--- src/rtl/mips_muldiv_unit.sv ---
// Multiply/divide unit owning HI/LO: iterative shift-add MULT/MULTU, restoring DIV/DIVU, plus MTHI/MTLO.
// Defining MDU_FAST_MUL_EN replaces the iterative multiply with one combinational multiplier; divide is unaffected.
module mips_muldiv_unit #(
    parameter int WIDTH = 32,
    parameter int CNT_W = 6
) (
    input  logic             clk,
    input  logic             rst_n,
    input  logic             op_valid,
    output logic             op_ready,
    input  logic [2:0]       op,
    input  logic [WIDTH-1:0] a,
    input  logic [WIDTH-1:0] b,
    input  logic             flush,
    output logic             busy,
    output logic             done,
    output logic [WIDTH-1:0] hi,
    output logic [WIDTH-1:0] lo
);
    localparam logic [2:0] OP_MULT  = 3'd0;
    localparam logic [2:0] OP_MULTU = 3'd1;
    localparam logic [2:0] OP_DIV   = 3'd2;
    localparam logic [2:0] OP_DIVU  = 3'd3;
    localparam logic [2:0] OP_MTHI  = 3'd4;
    localparam logic [2:0] OP_MTLO  = 3'd5;

    typedef enum logic [1:0] {IDLE, CALC, FIX} state_t;

`ifdef MDU_FAST_MUL_EN
    localparam state_t MUL_START = FIX;
`else
    localparam state_t MUL_START = CALC;
`endif

    state_t             state, state_nxt;
    logic [CNT_W-1:0]   cnt;
    logic [2:0]         op_q;
    logic [WIDTH-1:0]   a_q, mag;
    logic [2*WIDTH-1:0] acc, acc_nxt;
    logic               neg_q, neg_r, div_zero;

    logic               accept, is_signed, sign_a, sign_b, fix_write;
    logic [WIDTH-1:0]   abs_a, abs_b, quo_fix, rem_fix, hi_nxt, lo_nxt;
    logic [WIDTH:0]     mul_sum, div_shift, div_diff;
    logic [2*WIDTH-1:0] prod, prod_fix;

    assign op_ready  = (state == IDLE);
    assign busy      = ~op_ready;
    assign accept    = op_valid && op_ready && !flush;
    assign fix_write = (state == FIX) && !flush;

    assign is_signed = (op == OP_MULT) || (op == OP_DIV);
    assign sign_a    = is_signed & a[WIDTH-1];
    assign sign_b    = is_signed & b[WIDTH-1];
    assign abs_a     = sign_a ? -a : a;
    assign abs_b     = sign_b ? -b : b;

    // acc holds {partial product, multiplier} for multiply and {remainder, quotient} for divide
    always_comb begin
        acc_nxt   = acc;
        mul_sum   = {1'b0, acc[2*WIDTH-1:WIDTH]} + (acc[0] ? {1'b0, mag} : '0);
        div_shift = acc[2*WIDTH-1:WIDTH-1];
        div_diff  = div_shift - {1'b0, mag};
        if (op_q[1]) begin
            if (!div_diff[WIDTH])
                acc_nxt = {div_diff[WIDTH-1:0], acc[WIDTH-2:0], 1'b1};
            else
                acc_nxt = {div_shift[WIDTH-1:0], acc[WIDTH-2:0], 1'b0};
        end else begin
            acc_nxt = {mul_sum, acc[WIDTH-1:1]};
        end
    end

`ifdef MDU_FAST_MUL_EN
    assign prod = {{WIDTH{1'b0}}, mag} * {{WIDTH{1'b0}}, acc[WIDTH-1:0]};
`else
    assign prod = acc;
`endif

    assign prod_fix = neg_q ? -prod : prod;
    assign quo_fix  = neg_q ? -acc[WIDTH-1:0] : acc[WIDTH-1:0];
    assign rem_fix  = neg_r ? -acc[2*WIDTH-1:WIDTH] : acc[2*WIDTH-1:WIDTH];

    // -2^(W-1) / -1 needs no special case: magnitude quotient is 2^(W-1) with positive sign
    always_comb begin
        hi_nxt = hi;
        lo_nxt = lo;
        case (op_q)
            OP_MULT, OP_MULTU: {hi_nxt, lo_nxt} = prod_fix;
            OP_DIV, OP_DIVU: begin
                if (div_zero) begin
                    lo_nxt = '1;
                    hi_nxt = a_q;
                end else begin
                    lo_nxt = quo_fix;
                    hi_nxt = rem_fix;
                end
            end
            OP_MTHI: hi_nxt = a_q;
            OP_MTLO: lo_nxt = a_q;
            default: ;
        endcase
    end

    always_comb begin
        state_nxt = state;
        case (state)
            IDLE: begin
                if (accept) begin
                    case (op)
                        OP_MULT, OP_MULTU: state_nxt = MUL_START;
                        OP_DIV, OP_DIVU:   state_nxt = CALC;
                        OP_MTHI, OP_MTLO:  state_nxt = FIX;
                        default:           state_nxt = IDLE;
                    endcase
                end
            end
            CALC: begin
                if (flush)
                    state_nxt = IDLE;
                else if (cnt == CNT_W'(WIDTH-1))
                    state_nxt = FIX;
            end
            FIX:     state_nxt = IDLE;
            default: state_nxt = IDLE;
        endcase
    end

    always_ff @(posedge clk or negedge rst_n) begin
        if (!rst_n) begin
            state    <= IDLE;
            cnt      <= '0;
            op_q     <= '0;
            a_q      <= '0;
            mag      <= '0;
            acc      <= '0;
            neg_q    <= 1'b0;
            neg_r    <= 1'b0;
            div_zero <= 1'b0;
            done     <= 1'b0;
            hi       <= '0;
            lo       <= '0;
        end else begin
            state <= state_nxt;
            done  <= fix_write;
            if (state == CALC && state_nxt == CALC)
                cnt <= cnt + CNT_W'(1);
            else
                cnt <= '0;
            if (accept) begin
                op_q     <= op;
                a_q      <= a;
                neg_q    <= sign_a ^ sign_b;
                neg_r    <= sign_a;
                div_zero <= (b == '0);
                if (op[1]) begin
                    acc <= {{WIDTH{1'b0}}, abs_a};
                    mag <= abs_b;
                end else begin
                    acc <= {{WIDTH{1'b0}}, abs_b};
                    mag <= abs_a;
                end
            end else if (state == CALC) begin
                acc <= acc_nxt;
            end
            if (fix_write) begin
                hi <= hi_nxt;
                lo <= lo_nxt;
            end
        end
    end
endmodule

--- config.mk ---
export PLATFORM = sky130hd
export DESIGN_NAME = mips_muldiv_unit
export DESIGN_NICKNAME = d
export VERILOG_FILES = /design/src/rtl/mips_muldiv_unit.sv
export SDC_FILE = /design/constraint.sdc
export NUM_CORES = 1
export LEC_CHECK = 0
export CORE_UTILIZATION = 49
export DETAILED_ROUTE_END_ITERATION = 12
export HOLD_SLACK_MARGIN = 0.02
export PLACE_DENSITY = 0.69
export SYNTH_ARGS = -nofsm -noshare
export SYNTH_HDL_FRONTEND = slang
export SYNTH_SLANG_ARGS = --single-unit
--- constraint.sdc ---
create_clock -name clk -period 3.8 [get_ports clk]
set_input_delay 0.76 -clock clk [delete_from_list [all_inputs] [get_ports clk]]
set_output_delay 0.76 -clock clk [all_outputs]
set_load 0.005 [all_outputs]
; Word-level counts from Yosys, hierarchy flattened
; Cells that the tools add are included.
[word_totals]
out_inout_bits = 67
register_bits = 207
elab_cells = 79
inputBits = 71
[op_classes]
n_bitwise = 4
n_addsub = 8
reduce_logical = 19
muxes = 22
eq_ne = 14
[ops]
columns = op, count
row1 = 2-to-1 mux 64 bit, 5
row2 = 2-to-1 mux 32 bit, 9
row3 = one-hot mux 32 bit (3 select lines), 2
row4 = negator 32 bit, 4
row5 = negator 64 bit, 1
row6 = adder 32 x 32 -> 33 bit, 1
row7 = subtractor 33 x 32 -> 33 bit, 1
row8 = logical NOT 32 bit, 1
row9 = == test 3 x 2 -> 1 bit (second input constant), 4
row10 = == test 3 bit (second input constant), 4
row11 = one-hot mux 2 bit (2 select lines), 2
row12 = adder 6 x 1 -> 6 bit (second input constant), 1
row13 = == test 3 x 1 -> 1 bit (second input constant), 2
row14 = == test 6 x 5 -> 1 bit (second input constant), 1
row15 = logical NOT 3 bit, 2
row16 = 2-to-1 mux 2 bit, 3
row17 = 2-to-1 mux 6 bit, 1
row18 = nonzero test 3 bit, 2
row19 = OR reduction 2 bit, 3
row20 = == test 2 x 1 -> 1 bit (second input constant), 2
row21 = logical AND 1 bit, 4
row22 = AND reduction 2 bit, 2
row23 = OR reduction 4 bit, 1
row24 = bitwise AND 1 bit, 2
row25 = other kinds (7), 7

; Logic depth before layout (Yosys ltp)
[logic_depth]
depth_word = 8
depth_mapped = 14
ltp_nobuf = 13

; Worst setup path after synthesis
; No wires, ideal clock.
[synth_timing]
path_kind = reg2reg
startpoint = register acc[0]
endpoint = register acc[59]
stages_incl_launch_ff = 14
path_buffers = 1
arrival_ps = 3231
slack_ps = 436
path_cell_list = dfrtp_1 -> inv_1 -> clkbuf_1 -> nor2_1 -> ha_1 -> o211ai_1 -> a21o_1 -> a211oi_1 -> o311ai_1 -> o311ai_0 -> nand4b_1 -> and4_1 -> a211oi_1 -> o21ai_0
[synth_via]
elab_chain_cells = 5
[synth_rtl]
columns = item, line
row1 = "start, declared", 39  ; logic [2*WIDTH-1:0] acc, acc_nxt;
row2 = "start signal, assigned", 157  ; acc <= {{WIDTH{1'b0}}, abs_a};
row3 = "start signal, assigned", 160  ; acc <= {{WIDTH{1'b0}}, abs_b};
row4 = "start signal, assigned", 164  ; acc <= acc_nxt;
row5 = 2-to-1 mux 32 bit, 61  ; mul_sum = {1'b0, acc[2*WIDTH-1:WIDTH]} + (acc[0] ? {1'b0, mag} : '0);
row6 = adder 32 x 32 -> 33 bit, 61
row7 = 2-to-1 mux 64 bit, 64  ; if (op_q[1]) begin
row8 = 2-to-1 mux 64 bit, 163  ; end else if (state == CALC) begin
row9 = 2-to-1 mux 64 bit, 150  ; if (accept) begin
; Every way passes these cells. The select of a mux whose other input is x is not followed.
; A chain may end at the register's enable or synchronous reset.

; Final worst setup path
[layout_timing]
startpoint = register acc[32]
endpoint = register acc[63]
[layout_via]
elab_chain_cells = 5
[layout_rtl]
columns = item, line
row1 = subtractor 33 x 32 -> 33 bit, 63  ; div_diff = div_shift - {1'b0, mag};
row2 = 2-to-1 mux 64 bit, 65  ; if (!div_diff[WIDTH])
row3 = 2-to-1 mux 64 bit *, 64
row4 = 2-to-1 mux 64 bit *, 163
row5 = 2-to-1 mux 64 bit *, 150
; Every way passes the cells marked *; elsewhere a longest branch is shown, timed or not. The select of a mux whose other input is x is not followed.

==> results.cfg <==
[outcome]
status = finished clean

[placed_design]
dp.final_hpwl_mm = 47.55
portBuffers = 137
dp_cells = 2711
gp_congestion = 0.9823

[critical_path]
reg2reg_setup_slack_ns = 0.19
r2r_end = acc[63]
crit_type = flip-flop to flip-flop
crit_end = acc[63]
r2r_start = acc[32]
crit_start = acc[32]
crit_path_max_fanout = 9
r2r.worst_path.cells = 12
crit_arrival_ns = 4.02
required_ns = 4.22
end_kind = flip-flop
crit_path_start_kind = flip-flop

[routing]
wl_mm = 61.32
route.detailed.drc = 0
vias = 17064
route.antenna.remaining_nets = 0
drtIter0Drc = 1824
drtPass1Iterations = 6
wl_per_cell_um = 22.24
vias_per_cell = 6.189

[final_layout]
drive_gt1_share_pct = 8.878
diodes = 0
fillers = 3110
fin_cells = 2757
nets = 2432
syn_to_final_growth_pct = 18.59

[synthesis]
synth.most_common_cell = nand2_1
netlist_area_um2 = 16920
synth_edf_count = 0
synth_common_cells = 327 x nand2_1, 227 x o21ai_0, 207 x dfrtp_1, 191 x nor2_1, 158 x a21oi_1
synth_area_leaders = dfrtp_1 31%, nand2_1 7.3%, o21ai_0 6.7%, xnor2_1 5.9%, ha_1 5.1%
synth-warning-count = 0
synth_nets = 2315
async_reset_ff_share_pct = 100.0
synth-main-ff-cell = dfrtp_1
yosys.area.top_type = dfrtp_1
avgSynthCellArea_um2 = 7.788
ys_ff_latch = 207
synth_cell_types = 79
synth-seq-area-share_pct = 30.61
synth_top_area_share_pct = 30.61
syn_inst = 2173

[clock_tree]
clk_pin_slew_worst_paths_ns = 0.07
htreeDepth = 1
clk_latency_ns = 0.56
cts_root_buf = clkbuf_16
cts_tree = done
numCtsBuffers = 25
clk_path_buf_depth = 3
postCtsSetupBuffers = 0
clock_sinks = 207
hold_buffers = 0

[global_routing]
grt_pass1_vias = 15942
grt_max_degree = 80
overflow = 0
grt_pass1_wl_mm = 94.63
antenna_found_initial = 0
grt_usage_pct = 34.64

[sta]
period_minus_slack_ns = 3.608
fin_crit_sh_pct = 94.94
fmax_mhz = 277.2
finalSetupTns_ns = 0
hold_viol_final = 0
slew_violations = 0
worst_pin_slew_ns = 1.002
max_slew_margin_pct = 33.22
worst_clock_skew_ns = 0.03130
rsz0062_at_grt = no
setup_viol = 0

[pwr]
p_total_mw = 15.31
peakVddDrop_mv = 0.6528
power_density_nw_per_um2 = 762.9
p_leak_nw = 8.816

[die]
io_pins = 138
die-area_um2 = 35280
die_h_um = 187.8
die_w_um = 187.8
num_rows = 67
fp.coreArea_um2 = 33780
initial_core_util_pct = 50.09

[worst_hold_path]
holdCritPathClass = primary input to async pin

[job]
drv_cap = 0
## cell families (layout without fill, tap and decap cells)
kind of cell | after synthesis | in the layout | share of synthesized area, %
DFF | 207 | 207 | 30.61
and+or+nand+nor | 762 | 762 | 20.72
AOI/OAI and AO/OA | 657 | 657 | 24.84
muxes | 53 | 53 | 3.150
buffers and inverters | 225 | 361 | 5.102
xor gates and xnor gates | 198 | 198 | 10.25
adders and majority gates | 71 | 71 | 5.338
## routing by layer
layer	up-vias	wire length (µm)	GRT usage, %
met5	-	0	0
met4	0	2995	15.29
met3	129	4962	3.762
met2	773	26060	51.61
met1	8152	27300	50.48
li1	8010	-	-
## registers in the layout (all words and copies together) (netlist names)
register,cells
state,2
a_q,32
mag,32
hi,32
neg_q,1
div_zero,1
lo,32
done,1
neg_r,1
acc,64
cnt,6
op_q,3
## final cells by class
class	count	area [µm²]	area share (%)
multi-input cells	1741	10920	54.40
flip-flops and latches	207	5182	25.82
repair buffers	246	2255	11.24
clock buffers	35	713.2	3.554
well taps	448	560.5	2.793
inverters	69	259.0	1.291
clock inverters	11	181.4	0.9040
## metrics by stage
| stage | instance area [µm²] | util (%) | hold slack, ns | setup WS (ns) |
|---|---|---|---|---|
| floorplan | 16920 | - | 0.4329 | 0.4358 |
| global placement | 19160 | 56.73 | 0.4478 | 0.1150 |
| detailed placement | 19160 | 56.73 | 0.4582 | 0.03538 |
| CTS | 20060 | 59.38 | 0.2614 | 0.2151 |
| global route | 20070 | 59.40 | 0.2940 | 0.02001 |
| finish | 20070 | 59.40 | 0.2454 | 0.1921 |
## power by group
part	switching (mW)	internal [mW]	total (mW)	leakage (nW)
logic	5.12	3.84	8.96	5.76
clock network	1.02	1.59	2.61	0.429
registers	0.851	2.89	3.74	2.63
## how the worst min path moves through the flow
| stage | start | endpoint | slack [ns] | cells past startpoint |
|---|---|---|---|---|
| detailed placement | cnt[0] | cnt[0] | 0.46 | 1 |
| floorplan | cnt[0] | cnt[0] | 0.43 | 1 |
| global route | rst_n | lo[3] | 0.29 | 1 |
| finish | rst_n | acc[11] | 0.25 | 1 |
| global placement | cnt[0] | cnt[0] | 0.45 | 1 |
| CTS | rst_n | lo[3] | 0.26 | 1 |
## critical path, stage by stage, from the launching register on
cell       delay (ns)
dfrtp_1          0.35
buf_4            0.19
inv_1            0.12
fa_1             0.46
nor2b_1          0.18
o31a_1           0.21
o31ai_1          0.12
a21oi_1          0.43
nor2_1           0.15
o211ai_1         0.24
mux2_2           0.35
a2111oi_0        0.51
a211oi_1         0.15
## cells in the final DEF (no fill, tap or decap), types with 12 or more instances in the layout
cell | synthesis | layout
or2_2 | 13 | 13
o211ai_1 | 16 | 16
and2_1 | 12 | 12
mux2i_1 | 51 | 51
o221ai_1 | 33 | 33
buf_4 | 0 | 103
ha_1 | 69 | 69
clkdlybuf4s50_1 | 0 | 135
a21oi_1 | 158 | 158
a21o_1 | 37 | 37
a211oi_1 | 20 | 19
nand4_1 | 12 | 12
nor4_1 | 15 | 15
inv_1 | 68 | 68
nand2_1 | 327 | 326
a222oi_1 | 30 | 30
nand3_1 | 57 | 56
a22oi_1 | 14 | 14
or4_1 | 17 | 17
o21ai_0 | 227 | 226
xnor2_1 | 114 | 114
xor2_1 | 84 | 84
nand2b_1 | 17 | 16
o31ai_1 | 22 | 22
nor3_1 | 33 | 32
dfrtp_1 | 207 | 205
or3_1 | 18 | 18
nor2_1 | 191 | 189
clkbuf_16 | 0 | 25
o21a_1 | 12 | 12
## timing repair
item,in CTS,in global routing
hold endpoints to repair,0,0
setup endpoints to repair,0,6
resized for setup,0,3
(Power assumes the default switching activity.)
